**src/rtl/piso_serial_tx.sv**
```systemverilog
// Parallel-in serial-out transmitter for the bit-serial link: loads a WIDTH-bit word, shifts it out one bit per clock.
// Latency: first bit valid the cycle after the load edge, done pulses the cycle after the last bit (WIDTH+1 cycles after load).
// Backpressure: ready is high in IDLE and DONE only; a load while ready is low is dropped, never queued.
module piso_serial_tx #(
    parameter int WIDTH     = 8,
    parameter bit MSB_FIRST = 1'b1
) (
    input  logic             clk,
    input  logic             rst,
    input  logic             load,
    input  logic [WIDTH-1:0] data_in,
    output logic             ready,
    output logic             serial_out,
    output logic             serial_valid,
    output logic             frame_start,
    output logic             done
);

    // Counter must be able to hold WIDTH itself, so it never wraps within a frame.
    localparam int CW = $clog2(WIDTH + 1);
    localparam logic [CW-1:0] CNT_FULL = CW'(WIDTH);
    localparam logic [CW-1:0] CNT_LAST = CW'(1);

    typedef enum logic [1:0] {
        IDLE  = 2'b00,
        SHIFT = 2'b01,
        DONE  = 2'b10
    } state_t;

    state_t           state, state_nxt;
    logic [WIDTH-1:0] shreg, shreg_nxt;
    logic [CW-1:0]    cnt, cnt_nxt;

    // State, shift register and bit counter; reset aborts any frame in flight.
    always_ff @(posedge clk or posedge rst) begin
        if (rst) begin
            state <= IDLE;
            shreg <= '0;
            cnt   <= '0;
        end else begin
            state <= state_nxt;
            shreg <= shreg_nxt;
            cnt   <= cnt_nxt;
        end
    end

    // Next-state logic; outputs depend only on registered state, never on load or data_in.
    always_comb begin
        state_nxt    = state;
        shreg_nxt    = shreg;
        cnt_nxt      = cnt;
        ready        = 1'b0;
        serial_out   = 1'b0;
        serial_valid = 1'b0;
        frame_start  = 1'b0;
        done         = 1'b0;

        case (state)
            IDLE: begin
                ready = 1'b1;
                if (load) begin
                    shreg_nxt = data_in;
                    cnt_nxt   = CNT_FULL;
                    state_nxt = SHIFT;
                end
            end

            SHIFT: begin
                serial_valid = 1'b1;
                serial_out   = MSB_FIRST ? shreg[WIDTH-1] : shreg[0];
                frame_start  = (cnt == CNT_FULL);
                // Zero fill keeps the register clean once the frame has drained.
                shreg_nxt    = MSB_FIRST ? {shreg[WIDTH-2:0], 1'b0}
                                         : {1'b0, shreg[WIDTH-1:1]};
                cnt_nxt      = cnt - CNT_LAST;
                if (cnt == CNT_LAST) begin
                    state_nxt = DONE;
                end
            end

            DONE: begin
                done  = 1'b1;
                ready = 1'b1;
                // A load here starts the next frame after a single gap cycle.
                if (load) begin
                    shreg_nxt = data_in;
                    cnt_nxt   = CNT_FULL;
                    state_nxt = SHIFT;
                end else begin
                    state_nxt = IDLE;
                end
            end

            default: begin
                state_nxt = IDLE;
            end
        endcase
    end

endmodule

```
**config.mk**
```make
export PLATFORM = sky130hd
export DESIGN_NAME = piso_serial_tx
export DESIGN_NICKNAME = d
export VERILOG_FILES = /design/src/rtl/piso_serial_tx.sv
export SDC_FILE = /design/constraint.sdc
export NUM_CORES = 1
export LEC_CHECK = 0
export ABC_AREA = 0
export CORE_AREA = 2 2 42 44
export DETAILED_ROUTE_END_ITERATION = 16
export DIE_AREA = 0 0 44 46
export PLACE_DENSITY = 0.73
export SYNTH_ARGS = -nofsm -noshare
export SYNTH_HDL_FRONTEND = slang
export SYNTH_SLANG_ARGS = --single-unit
```
**constraint.sdc**
```tcl
create_clock -name clk -period 1.53 [get_ports clk]
set_input_delay 0.306 -clock clk [delete_from_list [all_inputs] [get_ports clk]]
set_output_delay 0.306 -clock clk [all_outputs]
set_load 0.05 [all_outputs]
```
## Word level (Yosys, flattened, before mapping)

Index checks and enable logic that the tools add are counted.

| word-level totals | value |
|---|---|
| word-level logic and storage cells | 29 |
| bits in registers | 14 |
| input bits | 11 |

| operators by class | value |
|---|---|
| reduce and logical (&&, ||, !) cells | 5 |
| add/subtract/negate cells | 1 |
| eq/ne operators | 7 |
| mux-type cells | 13 |

Operators by type and width:

| operator | number |
|---|---|
| $pmux W8 S2 | 1 |
| $mux W8 | 1 |
| $pmux W4 S2 | 1 |
| $mux W1 | 6 |
| $pmux W2 S3 | 1 |
| $eq A4 B1 Y1 const B | 1 |
| $eq A4 B4 Y1 const B | 1 |
| $mux W2 | 2 |
| $mux W4 | 1 |
| $ne A2 B2 Y1 const B | 2 |
| $reduce_and A2 Y1 | 2 |
| $sub A4 B1 Y4 const B | 1 |
| $eq A2 B1 Y1 const B | 1 |
| $eq A2 B2 Y1 const B | 1 |
| $logic_not A2 Y1 | 1 |
| $ne A2 B1 Y1 const B | 1 |
| $reduce_bool A2 Y1 | 1 |
| $reduce_or A2 Y1 | 1 |

## Longest topological paths before layout

Gate-level depths: netlist (run 1).

| depth | value |
|---|---|
| depth in word-level cells | 4 |
| depth in mapped cells | 5 |

## Worst setup path before layout (run 1)

Ideal clock, no wire load.

| path | value |
|---|---|
| kind | flip-flop to output port |
| start point | register state[1] |
| end point | output port frame_start |
| cell stages (with the launch flop) | 6 |
| arrival | 1594 ps |
| data required time | 1224 ps |
| slack | -370 ps |
| cells stage by stage | dfrtp_1 -> nand2b_2 -> inv_2 -> buf_6 -> nand2_2 -> nor3b_2 |

| on the way | value |
|---|---|
| longest elaborated chain between the ends | 2 |

Ends and longest elaborated chain:

| element | RTL line | text |
|---|---|---|
| start: declaration | 30 | `state_t state, state_nxt;` |
| start signal: assignment | 41 | `state <= state_nxt;` |
| $eq A2 B1 Y1 | 58 | `case (state)` |
| $mux W1 | 58 |  |
| end: declaration | 15 | `output logic frame_start,` |

Every way passes these cells.

## Worst setup path after layout (run 1)

| path | value |
|---|---|
| start point | register cnt[1] |
| end point | output port frame_start |

| on the way | value |
|---|---|
| longest elaborated chain between the ends | 2 |

Ends and longest elaborated chain:

| element | RTL line | text |
|---|---|---|
| start: declaration | 32 | `logic [CW-1:0] cnt, cnt_nxt;` |
| start signal: assignment | 43 | `cnt <= cnt_nxt;` |
| $eq A4 B4 Y1 | 71 | `frame_start = (cnt == CNT_FULL);` |
| $mux W1 | 58 |  |

Every way passes these cells.

==> impl_metrics.py, run 1 <==
metrics = {
    "floorplan": {
        "die_h_microns": 46,
        "die_x_microns": 44,
        "row_count": 15,
        "die_area_sq_um": 2020,
        "start_util": 0.437,
        "fp.coreArea_sq_um": 1610,
        "ios": 16,
    },
    "sta": {
        "final-setup-viol-count": 3,
        "rsz0062_at_grt": "true",
        "final_max_slew_viol_count": 0,
        "fmax_mhz": 610,
        "slew_headroom": 0.636,
        "hold_viol": 0,
        "skew_ns": 0.00123,
        "period_needed_ns": 1.64,
        "fin_crit_sh": 1.07,
        "totalNegativeSetupSlack_ns": -0.128,
        "whs_ns": 0.368,
        "worst_pin_slew_ns": 0.545,
        "setup_ws_ns": -0.109,
    },
    "critical_path": {
        "critPathBufInv": 2,
        "reg2reg_to": "shreg[3]$_DFFE_PP0P_",
        "r2r-start": "state[0]$_DFFE_PP0P_",
        "startpoint": "cnt[1]$_DFFE_PP0P_",
        "rr_worst_depth": 5,
        "crit_chain": "inv_2, ha_4, nand2_4, nor3b_4, buf_12",
        "critPathLaunchType": "register",
        "crit_arrival_ns": 1.33,
        "cp.required_ns": 1.22,
        "criticalPathCategory": "reg2out",
        "end_kind": "output pin",
        "crit_path_top_delay_cell": "dfrtp_1",
        "crit_fanout": 2,
        "reg2reg_slack_ns": 0.15,
        "cp_top_family": "flip-flops",
        "cp_slowest_stage_delay_ns": 0.39,
    },
    "power_and_ir_drop": {
        "p_comb_frac": 0.655,
        "power.internal_mw": 1.52,
        "leakagePower_nw": 0.500,
        "power_mw": 2.56,
        "seq_power_share": 0.263,
        "clkPwrFrac": 0.081,
        "power_switching_share": 0.406,
        "switching_power_mw": 1.04,
        "p_per_area_nw_per_um2": 2310,
        "peakVddDrop_v": 0.00128,
    },
    "synthesis": {
        "post-synth-top-count-cell": "dfrtp_1",
        "synth-edff-count": 0,
        "synth_warnings": 0,
        "synthArstFlopShare": 1.00,
        "synth_area_leaders": "dfrtp_1 (50%), o22ai_1 (5.3%), nor3_1 (4.3%)",
        "yosysUniqueCellTypes": 29,
        "synth_top_area_cell": "dfrtp_1",
        "syn-num-nets": 80,
        "syn_area_sq_um": 706,
        "synth_commonest_cells": "dfrtp_1 (14), nor2_1 (7), nor3_1 (6), o22ai_1 (6), inv_1 (5)",
        "synth_top_cell_area_share": 0.496,
        "netlist_instances": 67,
        "seq_area_frac_synth": 0.496,
        "synth-seq-cells": 14,
        "syn_avg_cell_area_sq_um": 10.5,
        "synth-main-ff-cell": "dfrtp_1",
    },
    "routing": {
        "vias": 626,
        "met3WireLength_microns": 59,
        "wl_met2_microns": 925,
        "drtIter0Drc": 12,
        "totalWireLength_microns": 1770,
        "top_layer": "met4",
        "final_antenna_net_count": 0,
        "drc": 0,
        "routed_via_density": 5.35,
        "wl_per_cell_microns": 15.1,
        "met1_length_microns": 707,
        "dr.pass1.iters": 5,
    },
    "run": {
        "drv_cap": 0,
    },
    "placement": {
        "dp.cells": 100,
        "dpl_cell_area_sq_um": 951,
        "dp_hpwl_microns": 1110,
        "dp_slack_ns": 0.0449,
        "gp_congestion": 0.745,
        "numPortBuffers": 15,
    },
    "hold_path": {
        "hold_path_class": "in2async",
    },
    "clock_network": {
        "cts_made_buffers": 3,
        "ctsHoldBuffers": 0,
        "cts.path.max_buffers": 2,
        "clkTransAtPathRegs_ns": 0.08,
        "numClockSinks": 14,
        "insertion_delay_ns": 0.28,
        "tritoncts": "built",
        "cts_max_level": 1,
        "root_buffer": "clkbuf_4",
    },
    "cells_and_area": {
        "fin_util": 0.688,
        "num_antenna_cells": 0,
        "num-fill-cells": 122,
        "fin_cells": 117,
        "drive_gt1_frac": 0.390,
        "syn_to_final_growth_pct": 57.4,
        "final_nets": 115,
        "finalInstanceArea_sq_um": 1110,
    },
    "grt": {
        "antenna_found_initial": 0,
        "grt_pass1_wl_microns": 2860,
        "grt_pass1_vias": 651,
        "grt_remaining_overflow": 0,
        "track_usage": 0.202,
        "grt_start_max_net_pins": 15,
    },
    "run_status": {
        "status": "finished with violations",
        "violations": "setup timing",
    },
}
[layout by cell type (no fill, tap or decap), drive strengths merged]
cell type	count
a211oi	2
a21oi	2
a22o	1
a31oi	1
and2	1
and2b	1
buf	24
clkbuf	3
clkdlybuf4s50	10
dfrtp	14
ha	2
inv	6
mux2	1
mux2i	2
nand2	1
nand2b	2
nand3	1
nor2	7
nor2b	2
nor3	6
nor3b	2
o21ai	2
o22ai	6
o2bb2ai	1
[routing by layer]
layer,global-route usage,vias up
met5,0,-
met4,0.145,0
met3,0.0198,10
met2,0.338,19
met1,0.241,297
li1,-,300
[timing repair]
action | 4_1_cts | 5_1_grt
resized for setup | 7 | 3
buffers inserted | 5 | 9
endpoints found under the setup margin | 4 | 4
pin swaps | 3 | 1
[worst max path at each step]
| stage | to | slack, ns | depth (start not counted) |
|---|---|---|---|
| after floorplan | frame_start | -0.12 | 5 |
| after global placement | shreg[0]$_DFFE_PP0P_ | 0.07 | 4 |
| after detailed placement | shreg[0]$_DFFE_PP0P_ | 0.04 | 4 |
| after CTS | frame_start | -0.11 | 5 |
| after global routing | frame_start | -0.16 | 5 |
| final | frame_start | -0.11 | 5 |
[state kept, by name, indices dropped and copies added (netlist names)]
signal / flops
cnt: 4
shreg: 8
state: 2
[power groups by stage]
stage / Sequential, mW / Combinational (mW) / Clock, mW
6_report: 0.676 / 1.68 / 0.208
2_1_floorplan: 0.667 / 0.881 / 0
3_5_place_dp: 0.677 / 1.30 / 0
5_1_grt: 0.697 / 1.81 / 0.223
3_3_place_gp: 0.671 / 1.26 / 0
4_1_cts: 0.670 / 1.46 / 0.218
[area by class of cell]
class | count | area (sq um) | area share
Sequential cell | 14 | 350 | 0.315
Multi-Input combinational cell | 43 | 338 | 0.304
Timing Repair Buffer | 34 | 354 | 0.319
Clock buffer | 3 | 22.5 | 0.0203
Inverter | 6 | 25.0 | 0.0225
Tap cell | 17 | 21.3 | 0.0191
[logic make-up after synthesis]
kind of cell | synth area share
DFF | 0.496
muxes | 0.0674
adders and majority gates | 0.0355
buffers and inverters | 0.0780
AOI/OAI and AO/OA | 0.137
and+or+nand+nor | 0.186
Note: power is estimated with default switching activity, not from simulation.
==> run 2, diff against run 1 <==
--- a/config.mk
+++ b/config.mk
@@ -6,10 +6,9 @@
 export NUM_CORES = 1
 export LEC_CHECK = 0
 export ABC_AREA = 0
-export CORE_AREA = 2 2 42 44
+export CORE_AREA = 2 2 46 48
 export DETAILED_ROUTE_END_ITERATION = 16
-export DIE_AREA = 0 0 44 46
-export PLACE_DENSITY = 0.73
+export DIE_AREA = 0 0 48 50
 export SYNTH_ARGS = -nofsm -noshare
 export SYNTH_HDL_FRONTEND = slang
 export SYNTH_SLANG_ARGS = --single-unit
==> run 2 against run 1 <==
The flow still finishes with violations (setup timing). Utilization is 13 points lower. Routed wire length shrank 12%. Combinational power decreased by 15%.
==> impl_metrics.py, run 2 (synthesized netlist as in run 1, its figures left out) <==
metrics = {
    "run_status": {
        "status": "finished with violations",
        "violations": "setup timing",
    },
    "critical_path": {
        "criticalPathCategory": "reg2out",
        "end_kind": "output pin",
        "critPathLaunchType": "register",
        "crit_arrival_ns": 1.35,
        "cp.required_ns": 1.22,
        "rr_worst_depth": 4,
        "crit_fanout": 2,
    },
    "grt": {
        "grt_pass1_wl_microns": 2500,
        "antenna_found_initial": 0,
        "grt_start_max_net_pins": 15,
        "grt_remaining_overflow": 0,
        "grt_pass1_vias": 579,
        "track_usage": 0.155,
    },
    "routing": {
        "totalWireLength_microns": 1550,
        "vias": 591,
        "routed_via_density": 5.01,
        "dr.pass1.iters": 4,
        "drc": 0,
        "final_antenna_net_count": 0,
        "drtIter0Drc": 5,
        "wl_per_cell_microns": 13.1,
    },
    "cells_and_area": {
        "top_register": "shreg",
        "fin_cells": 118,
        "final_nets": 105,
        "num-fill-cells": 177,
        "finalInstanceArea_sq_um": 1060,
        "fin_util": 0.556,
        "regArea_sq_um": 350,
        "num_antenna_cells": 0,
        "reg_top3": "shreg: 8 flops, cnt: 4 flops, state: 2 flops",
        "largest_reg_flops": 8,
        "final_common_cell": "dfrtp_1",
        "syn_to_final_growth_pct": 49.8,
        "drive_gt1_frac": 0.319,
        "multi_input_area_sq_um": 337,
        "final_cell_mix": "dfrtp_1 (14), clkdlybuf4s50_1 (10), buf_4 (7)",
    },
    "placement": {
        "numPortBuffers": 15,
        "dp.cells": 111,
        "dp_hpwl_microns": 1100,
        "gp_congestion": 0.757,
        "dp_slack_ns": -0.0532,
        "dpl_cell_area_sq_um": 971,
    },
    "clock_network": {
        "tritoncts": "built",
        "numClockSinks": 14,
        "cts_max_level": 1,
        "cts_made_buffers": 3,
        "ctsHoldBuffers": 0,
        "root_buffer": "clkbuf_4",
        "insertion_delay_ns": 0.29,
        "cts.path.max_buffers": 2,
        "clkTransAtPathRegs_ns": 0.08,
    },
    "sta": {
        "hold_viol": 0,
        "skew_ns": 0.000592,
        "final-setup-viol-count": 3,
        "whs_ns": 0.302,
        "final_max_slew_viol_count": 0,
        "worst_pin_slew_ns": 0.296,
        "slew_headroom": 0.803,
        "period_needed_ns": 1.66,
        "rsz0062_at_grt": "true",
        "setup_ws_ns": -0.130,
        "fmax_mhz": 602,
        "totalNegativeSetupSlack_ns": -0.160,
        "fin_crit_sh": 1.08,
    },
    "floorplan": {
        "die_h_microns": 50,
        "die_area_sq_um": 2400,
        "ios": 16,
        "row_count": 16,
        "die_x_microns": 48,
        "fp.coreArea_sq_um": 1900,
        "start_util": 0.371,
    },
    "power_and_ir_drop": {
        "leakagePower_nw": 0.457,
        "p_per_area_nw_per_um2": 2230,
        "peakVddDrop_v": 0.00109,
        "power_mw": 2.36,
    },
    "run": {
        "drv_cap": 0,
    },
    "hold_path": {
        "hold_path_class": "in2async",
    },
}
-- run 2: cell types whose count changed in the layout (fill, tap and decap cells not counted), sizes merged --
cell and change:
buf -10, clkbuf +1
-- run 2: critical path, cell delays in order, from the launching register on --
cell and delay [ns]:
dfrtp_1 0.39, inv_2 0.07, ha_4 0.14, nand2_4 0.06
nor3b_4 0.22, buf_12 0.17
-- run 2: what timing repair did --
item                                    in CTS  in global routing
endpoints found under the setup margin       4                  4
setup buffers                                3                  0
pin swaps                                    1                  0
gates resized for setup                      6                  2
-- run 2: final cells by class --
| cell class | instances | area share |
|---|---|---|
| clock buffers | 4 | 0.0343 |
| flip-flops and latches | 14 | 0.331 |
| repair buffers | 24 | 0.260 |
| well taps | 27 | 0.0320 |
| multi-input cells | 43 | 0.318 |
| inverters | 6 | 0.0237 |
-- run 2: metal layers --
layer / global-route usage / share of wire
met2: 0.244 / 0.50
met4: 0.0946 / 0.034
met3: 0.0256 / 0.037
met5: 0 / 0
met1: 0.187 / 0.43
-- run 2: where the power goes --
group          switching (mW)  internal, mW
clock network           0.123         0.145
registers               0.130         0.543
logic                   0.714         0.702
-- run 2: worst paths after layout --
| path | start | end | slack [ns] |
|---|---|---|---|
| worst max-delay path | cnt[0]$_DFFE_PP0P_ | frame_start | -0.13 |
| worst min-delay path | rst | shreg[5]$_DFFE_PP0P_ | 0.30 |
| worst max register to register | state[0]$_DFFE_PP0P_ | shreg[0]$_DFFE_PP0P_ | 0.29 |
| worst min register to register | shreg[2]$_DFFE_PP0P_ | shreg[2]$_DFFE_PP0P_ | 0.52 |
| max in group asynchronous | rst | state[1]$_DFFE_PP0P_ | 1.06 |
| min in group clk | shreg[2]$_DFFE_PP0P_ | shreg[2]$_DFFE_PP0P_ | 0.52 |
==> run 3, diff against run 2 <==
==> constraint.sdc (replaced) <==
create_clock -name clk -period 1.57 [get_ports clk]
set_input_delay 0.314 -clock clk [delete_from_list [all_inputs] [get_ports clk]]
set_output_delay 0.314 -clock clk [all_outputs]
set_load 0.05 [all_outputs]
==> run 3 against run 2 <==
The run still ends with setup timing left. First-iteration DRC count shrank 60%. Worst setup slack improved by 0.025 ns. Sequential power down 3%. Clock-buffer cell count did not move.
==> impl_metrics.py, run 3 (synthesized netlist as in run 1, its figures left out) <==
metrics = {
    "floorplan": {
        "ios": 16,
        "die_x_microns": 48,
        "row_count": 16,
        "die_area_sq_um": 2400,
        "fp.coreArea_sq_um": 1900,
        "die_h_microns": 50,
        "start_util": 0.371,
    },
    "sta": {
        "fin_crit_sh": 1.07,
        "totalNegativeSetupSlack_ns": -0.105,
        "final_max_slew_viol_count": 0,
        "hold_viol": 0,
        "rsz0062_at_grt": "true",
        "slew_headroom": 0.658,
        "final-setup-viol-count": 1,
        "setup_ws_ns": -0.105,
        "period_needed_ns": 1.67,
        "skew_ns": 0.00577,
        "whs_ns": 0.356,
        "worst_pin_slew_ns": 0.512,
        "fmax_mhz": 597,
    },
    "run": {
        "drv_cap": 0,
    },
    "clock_network": {
        "root_buffer": "clkbuf_4",
        "cts.path.max_buffers": 2,
        "tritoncts": "built",
        "clkTransAtPathRegs_ns": 0.08,
        "cts_max_level": 1,
        "cts_made_buffers": 3,
        "ctsHoldBuffers": 0,
        "numClockSinks": 14,
        "insertion_delay_ns": 0.28,
    },
    "cells_and_area": {
        "final_common_cell": "dfrtp_1",
        "finalInstanceArea_sq_um": 1050,
        "reg_top3": "shreg: 8 flops, cnt: 4 flops, state: 2 flops",
        "largest_reg_flops": 8,
        "fin_cells": 118,
        "num-fill-cells": 168,
        "syn_to_final_growth_pct": 49.5,
        "final_nets": 105,
        "fin_util": 0.555,
        "drive_gt1_frac": 0.319,
        "final_cell_mix": "dfrtp_1 (14), clkdlybuf4s50_1 (10), buf_4 (7)",
        "num_antenna_cells": 0,
        "top_register": "shreg",
    },
    "routing": {
        "drc": 0,
        "vias": 570,
        "drtIter0Drc": 2,
        "totalWireLength_microns": 1450,
        "wl_per_cell_microns": 12.3,
        "dr.pass1.iters": 4,
        "final_antenna_net_count": 0,
        "routed_via_density": 4.83,
    },
    "critical_path": {
        "crit_path_top_delay_cell": "dfrtp_1",
        "crit_arrival_ns": 1.36,
        "cp.depth": 5,
        "rr_worst_depth": 5,
        "crit_fanout": 2,
        "end_kind": "output pin",
        "criticalPathCategory": "reg2out",
        "critPathBufInv": 2,
        "cp.required_ns": 1.26,
        "critPathLaunchType": "register",
        "crit_chain": "inv_2, ha_4, nand2_4, nor3b_4, buf_12",
        "cp_slowest_stage_delay_ns": 0.41,
        "cp_top_family": "flip-flops",
    },
    "hold_path": {
        "hold_path_class": "in2async",
    },
    "run_status": {
        "violations": "setup timing",
        "status": "finished with violations",
    },
    "placement": {
        "gp_congestion": 0.769,
        "dp.cells": 110,
        "dp_hpwl_microns": 1020,
        "dp_slack_ns": 0.0439,
        "numPortBuffers": 15,
        "dpl_cell_area_sq_um": 963,
    },
    "power_and_ir_drop": {
        "leakagePower_nw": 0.457,
        "power_mw": 2.30,
        "peakVddDrop_v": 0.00120,
        "p_per_area_nw_per_um2": 2180,
    },
    "grt": {
        "grt_pass1_wl_microns": 2460,
        "grt_remaining_overflow": 0,
        "antenna_found_initial": 0,
        "grt_pass1_vias": 555,
        "grt_start_max_net_pins": 15,
        "track_usage": 0.147,
    },
}
==> run 3: cell types whose count changed in the layout (fill, tap and decap cells not counted) <==
cell   delta
inv_4     -1
inv_2     +1
==> run 3: timing repair <==
item                       4_1_cts  5_1_grt
setup endpoints to repair        3        4
pin swaps                        1        0
gates cloned                     0        0
buffers inserted                 3        1
gates resized for setup          5        2
==> run 3: cell type report <==
| type | instances | area (sq um) | share of cell area |
|---|---|---|---|
| repair buffers | 24 | 275 | 0.261 |
| well taps | 27 | 33.8 | 0.0320 |
| flip-flops and latches | 14 | 350 | 0.332 |
| clock buffers | 4 | 36.3 | 0.0344 |
| multi-input cells | 43 | 337 | 0.319 |
| inverters | 6 | 22.5 | 0.0214 |
==> run 3: worst reg2reg max path: cells and delay by family, from the launching register on <==
family	cells	cell delay, ns
and+or+nand+nor	1	0.27
AOI/OAI and AO/OA	2	0.30
DFF	1	0.42
buffers and inverters	2	0.27
==> run 3: path summary, 6_finish.rpt <==
check,from,to,slack [ns]
worst max-delay path,cnt[1]$_DFFE_PP0P_,frame_start,-0.10
worst min register to register,shreg[4]$_DFFE_PP0P_,shreg[4]$_DFFE_PP0P_,0.51
worst max register to register,state[0]$_DFFE_PP0P_,shreg[7]$_DFFE_PP0P_,0.19
max in group asynchronous,rst,shreg[1]$_DFFE_PP0P_,0.87
worst min-delay path,rst,shreg[0]$_DFFE_PP0P_,0.36
min in group clk,shreg[4]$_DFFE_PP0P_,shreg[4]$_DFFE_PP0P_,0.51
==> run 3: routing by layer <==
metal  GRT usage  routed length [microns]
met3      0.0256                       75
met2       0.209                      653
met5           0                        0
met1       0.204                      677
met4      0.0811                       41
==> run 3: power breakdown <==
group / leakage, nW / switching [mW] / internal (mW)
logic: 0.269 / 0.692 / 0.696
clock network: 0.0210 / 0.114 / 0.141
registers: 0.166 / 0.126 / 0.529
total: 0.457 / 0.933 / 1.37
